**src/rtl/uart_tx_ctrl.sv**
```systemverilog
// UART transmit controller: byte handshake, bit timing,
// frame shift register and load/shift strobes for a shift chain.
module uart_tx_ctrl #(
  parameter int CLKS_PER_BIT = 5208,
  parameter int DATA_BITS    = 8
) (
  input  logic                 clk,
  input  logic                 rst,
  input  logic                 tx_valid,
  input  logic [DATA_BITS-1:0] tx_data,
  output logic                 tx_ready,
  output logic                 tx_out,
  output logic                 tx_busy,
  output logic                 tx_done,
  output logic                 load,
  output logic                 shift
);

  localparam int CW = $clog2(CLKS_PER_BIT);
  localparam int IW = $clog2(DATA_BITS);
  localparam int SW = DATA_BITS + 2;

  localparam logic [CW-1:0] CNT_LAST = CW'(CLKS_PER_BIT - 1);
  localparam logic [IW-1:0] IDX_LAST = IW'(DATA_BITS - 1);

  typedef enum logic [1:0] {
    IDLE,
    START,
    DATA,
    STOP
  } state_t;

  state_t        state;
  state_t        state_n;
  logic [SW-1:0] sr;
  logic [SW-1:0] sr_n;
  logic [CW-1:0] cnt;
  logic [CW-1:0] cnt_n;
  logic [IW-1:0] idx;
  logic [IW-1:0] idx_n;
  logic          load_n;
  logic          shift_n;
  logic          done_n;
  logic          busy_n;
  logic          bit_end;
  logic          accept;

  assign tx_ready = (state == IDLE) && !rst;
  assign accept   = tx_valid && tx_ready;
  assign bit_end  = (cnt == CNT_LAST);
  assign tx_out   = sr[0];

  always_comb begin
    state_n = state;
    sr_n    = sr;
    cnt_n   = cnt;
    idx_n   = idx;
    load_n  = 1'b0;
    shift_n = 1'b0;
    done_n  = 1'b0;
    unique case (state)
      IDLE: begin
        sr_n  = '1;
        cnt_n = '0;
        idx_n = '0;
        if (accept) begin
          sr_n    = {1'b1, tx_data, 1'b0};
          load_n  = 1'b1;
          state_n = START;
        end
      end
      START: begin
        if (bit_end) begin
          cnt_n   = '0;
          sr_n    = {1'b1, sr[SW-1:1]};
          shift_n = 1'b1;
          state_n = DATA;
        end else begin
          cnt_n = cnt + 1'b1;
        end
      end
      DATA: begin
        if (bit_end) begin
          cnt_n   = '0;
          sr_n    = {1'b1, sr[SW-1:1]};
          shift_n = 1'b1;
          if (idx == IDX_LAST) begin
            state_n = STOP;
          end else begin
            idx_n = idx + 1'b1;
          end
        end else begin
          cnt_n = cnt + 1'b1;
        end
      end
      STOP: begin
        // stop bit already sits in sr[0]; no shift here
        if (bit_end) begin
          cnt_n   = '0;
          sr_n    = '1;
          done_n  = 1'b1;
          state_n = IDLE;
        end else begin
          cnt_n = cnt + 1'b1;
        end
      end
      default: begin
        sr_n    = '1;
        cnt_n   = '0;
        idx_n   = '0;
        state_n = IDLE;
      end
    endcase
    busy_n = (state_n != IDLE);
  end

  always_ff @(posedge clk) begin
    if (rst) begin
      state   <= IDLE;
      sr      <= '1;
      cnt     <= '0;
      idx     <= '0;
      load    <= 1'b0;
      shift   <= 1'b0;
      tx_done <= 1'b0;
      tx_busy <= 1'b0;
    end else begin
      state   <= state_n;
      sr      <= sr_n;
      cnt     <= cnt_n;
      idx     <= idx_n;
      load    <= load_n;
      shift   <= shift_n;
      tx_done <= done_n;
      tx_busy <= busy_n;
    end
  end

endmodule

```
**config.mk**
```make
export PLATFORM = sky130hd
export DESIGN_NAME = uart_tx_ctrl
export DESIGN_NICKNAME = d
export VERILOG_FILES = /design/src/rtl/uart_tx_ctrl.sv
export SDC_FILE = /design/constraint.sdc
export NUM_CORES = 1
export LEC_CHECK = 0
export CORE_MARGIN = 1
export CORE_UTILIZATION = 50
export DETAILED_ROUTE_END_ITERATION = 6
export GPL_TIMING_DRIVEN = 0
export PLACE_DENSITY = 0.79
export REMOVE_ABC_BUFFERS = 1
export SYNTH_ARGS = -nofsm -noshare
export SYNTH_HDL_FRONTEND = slang
export SYNTH_SLANG_ARGS = --single-unit
```
**constraint.sdc**
```tcl
create_clock -name clk -period 1.7 [get_ports clk]
set_clock_uncertainty 0.1 [all_clocks]
set_input_delay 0.51 -clock clk [delete_from_list [all_inputs] [get_ports clk]]
set_output_delay 0.51 -clock clk [all_outputs]
set_load 0.05 [all_outputs]
```
# Word level (Yosys, flattened, before mapping)
# Index checks and enable logic that the tools add are counted.
# op_classes
addsub	2
n_eq_ne	9
n_mux	17
n_bitwise	3
n_reduce_logical	13
# ops
op	count
one-hot mux 10 bit (3 select lines)	1
one-hot mux 13 bit (2 select lines)	1
two-way mux 10 bit	2
adder 13 x 1 -> 13 bit (second input constant)	1
== test 13 bit (second input constant)	1
two-way mux 13 bit	1
two-way mux 2 bit	5
two-way mux 9 bit	1
one-hot mux 2 bit (4 select lines)	1
OR reduction 2 bit	4
two-way mux 3 bit	2
!= test 2 bit (second input constant)	3
one-hot mux 3 bit (2 select lines)	1
== test 2 bit (second input constant)	2
nonzero test 2 bit	2
adder 3 x 1 -> 3 bit (second input constant)	1
== test 3 bit (second input constant)	1
NOT 1 bit	3
AND reduction 3 bit	1
OR reduction 3 bit	1
== test 2 x 1 -> 1 bit (second input constant)	1
logical AND 1 bit	2
zero test 2 bit	1
two-way mux 1 bit	2
other kinds (3)	3
# totals
regBits	32
inputBits	11
out_inout_bits	6
wordCells	52

# Longest topological paths before layout
# depth
depth_word	6
depth_mapped	8
mapped_depth_nobuf	6

# Worst setup path after synthesis
# No wires, ideal clock.
# synth_timing
path_type	reg-to-reg
start	reg state[0]
end	reg sr[0]
setup_time_ns	0.120
arrival_time_ns	2.020
required_time_ns	1.480
slack_ns	-0.540
path_stages_with_launch	7
n_path_buf	0
period_less_slack_ns	2.240
cell_sequence	dfxtp_1 inv_1 ha_1 nor2b_1 and2_1 a221oi_1 a211o_1
# synth_via
elab_chain_len	5
word_cells_on_any_way	12
cone_classes	eq/ne (5); mux (2); reduce/logical (5)
# synth_lines
item	line	rtl
start, declared	33	state_t state;
start signal, assigned	128	state <= state_n;
zero test 2 bit	48	assign tx_ready = (state == IDLE) && !rst;
logical AND 1 bit	48	
net tx_ready	11	output logic tx_ready,
logical AND 1 bit	49	assign accept = tx_valid && tx_ready;
two-way mux 9 bit	66	if (accept) begin
one-hot mux 10 bit (3 select lines)	61	unique case (state)
end signal, assigned	129	sr <= sr_n;
end, declared	35	logic [SW-1:0] sr;
# The timed path passes the listed nets, and every way through them passes these cells.
# A chain may end at the register's enable or synchronous reset.

# Worst setup path in the final report
# layout_timing
start	reg state[0]
end	out tx_ready
# layout_via
elab_chain_len	2
# layout_lines
item	line
zero test 2 bit	48
logical AND 1 bit	48
end, declared	11
# No other way between the ends.

==> flow_summary.toml <==
[cts]
clk_latency_ps = 330
cts_tree = "built"
clk_pin_slew_ps = 90
cts-root-buf = "clkbuf_4"
cts_hold_buf = 0
cts_sinks = 31
h-tree-depth = 2
cts_buffers = 5
cts.path.max_buffers = 2

[synth]
synth_compound_area_frac = 0.160
yosys_register_bits = 31
synth_edf_count = 0
synth_mux_area_frac = 0.00634
avgSynthCellArea_sq_um = 9.46
synthAdderAreaFrac = 0.0634
ys_async_sr_fraction = 0
synth_most_common_cell = "dfxtp_1"
synth_seq_area_share = 0.393
synthFlopType = "dfxtp_1"
netlist.area_leader.share = 0.393
synth.largest_area_cell = "dfxtp_1"
ys_warn_count = 0
ys_top_cells_by_area = "dfxtp_1 (39%), nor2_1 (6.4%), ha_1 (6.3%)"
ys_types = 41
syn_area_sq_mm = 0.00158
synth_top_family_by_area = "simple AND/OR/NAND/NOR gates"
ys_top_cells_by_count = "dfxtp_1 (31), nor2_1 (27), nand2_1 (11)"
synth-simple-area-share = 0.273
syn_inst = 167
synth_xor_area_frac = 0.0610

[place]
port_buffers = 16
post-place-ws_ps = -1280
place.gp.congestion = 0.885
hpwl_mm = 2.21

[critical_path]
rr_worst_depth = 7
cp-start-kind = "register"
arrival_ps = 1190
cp_max_fo = 4
cp.required_ps = 1090
crit_type = "reg -> out"
cp-end-kind = "output pin"

[die]
die_h_microns = 58.2
io_pins = 17
design.core.area_sq_mm = 0.00303
dieArea_sq_mm = 0.00339
fp.dieW_microns = 58.2
start_util = 0.521
std_cell_rows = 20

[finish]
nets = 217
drive_gt1_frac = 0.281
final_core_util = 0.664
num_antenna_cells = 0
area_growth_pct = 27.3

[sta]
setup_viol = 4
maxSlewViolCount = 0
grt_setup_unrepaired = "yes"
max_freq_ghz = 0.557
relSlewSlack = 0.745
period_share = 1.06
min_period_ps = 1800
layout_setup_ws_ps = -96.2
tightest_slew_ps = 378
finalHoldViolCount = 0
hold_ws_ps = 355

[detailed_routing]
antenna_left = 0
drc = 0
drt-total-wl_mm = 3.50
routed_via_density = 5.55
drtIter0Drc = 78
routedWlPerCell_microns = 14.4
vias = 1349
dr.pass1.iters = 4

[min_path]
whs_path_depth = 1
hold_class = "reg -> reg"

[pwr]
internal_power_w = 0.00196
p_total_w = 0.00333
p_leak_nw = 0.725
irDropWorstVdd_mv = 1.15
pwr-share-seq = 0.288
power_switching_w = 0.00136
clockPowerShare = 0.120
p_per_area_mw_per_mm2 = 1660
p_comb_frac = 0.591
swShare = 0.410

[grt]
groute.usage.overall = 0.219
grt_first_pass_wirelength_mm = 5.49
grt_max_degree = 21
grt_overflow_total = 0
grt_pass1_vias = 1262
antenna_found_initial = 0

[run_status]
status = "complete, but fails checks"
violations = "setup timing"

[job]
maxCapViolations = 0
## layer usage
metal | part of all wire | routed length, microns | vias to the layer above | track usage
li1 | - | - | 662 | -
met1 | 0.42 | 1470 | 656 | 0.257
met2 | 0.53 | 1860 | 27 | 0.366
met3 | 0.034 | 120 | 4 | 0.0670
met4 | 0.014 | 48 | 0 | 0.102
met5 | 0 | 0 | - | 0
## path summary, 6_finish.rpt
check                      startpoint                 end  slack (ps)
hold reg to reg     cnt[0]$_SDFF_PP0_   cnt[0]$_SDFF_PP0_         350
setup / recovery  state[0]$_SDFF_PP0_            tx_ready        -100
hold / removal      cnt[0]$_SDFF_PP0_   cnt[0]$_SDFF_PP0_         350
setup reg to reg  state[0]$_SDFF_PP0_  sr[6]$_SDFFE_PP1P_         -10
## kinds of logic (layout without fill, tap and decap cells)
| kind of cell | after synthesis | after routing |
|---|---|---|
| multiplexers | 1 | 1 |
| adder cells (fa/ha/maj) | 8 | 8 |
| AO/OA/AOI/OAI | 28 | 28 |
| XOR/XNOR | 11 | 11 |
| buffers and inverters | 12 | 44 |
| flip-flops | 31 | 31 |
| AND/OR/NAND/NOR | 76 | 76 |
## cells in the final DEF (no fill, tap or decap), types with 3 or more instances in the layout
| master | n |
|---|---|
| ha_4 | 3 |
| a211oi_1 | 6 |
| nand4b_1 | 3 |
| a211o_1 | 8 |
| ha_1 | 4 |
| clkbuf_4 | 5 |
| nor3_1 | 3 |
| inv_1 | 3 |
| nand3_1 | 9 |
| nor2_1 | 25 |
| nand4_1 | 4 |
| xor2_1 | 4 |
| a21oi_1 | 5 |
| dfxtp_4 | 5 |
| xnor2_1 | 7 |
| nand2_1 | 11 |
| clkdlybuf4s15_2 | 4 |
| buf_4 | 14 |
| clkdlybuf4s50_1 | 9 |
| dfxtp_1 | 25 |
## worst max-delay path, cell delays in order, from the launching register on
cell and delay [ps]:
dfxtp_4 390, inv_4 50, ha_4 150, nor2b_4 120, buf_6 160
## metrics by stage
step / area [sq um] / setup TNS (ps) / instances
global route: 2010 / -862 / 243
CTS: 1940 / -104 / 238
finish: 2010 / -132 / 243
detailed placement: 1740 / -16680 / 220
floorplan: 1530 / -2200 / 160
global placement: 1740 / -16270 / 220
## power by group through the flow
stage | clock network [W] | logic, W | registers (W)
5_1_grt | 0.000440 | 0.00215 | 0.000975
6_report | 0.000400 | 0.00197 | 0.000960
4_1_cts | 0.000414 | 0.00189 | 0.000955
3_5_place_dp | 0 | 0.00152 | 0.000942
2_1_floorplan | 0 | 0.00111 | 0.00100
3_3_place_gp | 0 | 0.00145 | 0.000930
## sequential cells by signal, indices dropped and copies added (netlist names)
name and count:
tx_busy 1, idx 3, sr 9, cnt 13, tx_done 1, state 2, shift 1, load 1
## timing repair
action / in CTS / in global routing
endpoints found under the setup margin: 31 / 27
setup buffers: 10 / 5
resized for setup: 48 / 9
pin swaps: 4 / 5
## area by class of cell
type	instances	area, sq um
clock inverter	1	5.00
inverter	5	23.8
sequential	31	641
timing repair buffer	31	287
tap	44	55.1
clock buffer	7	45.0
fill	244	1020
multi-input combinational	124	953
Note: power is estimated with default switching activity, not from simulation.
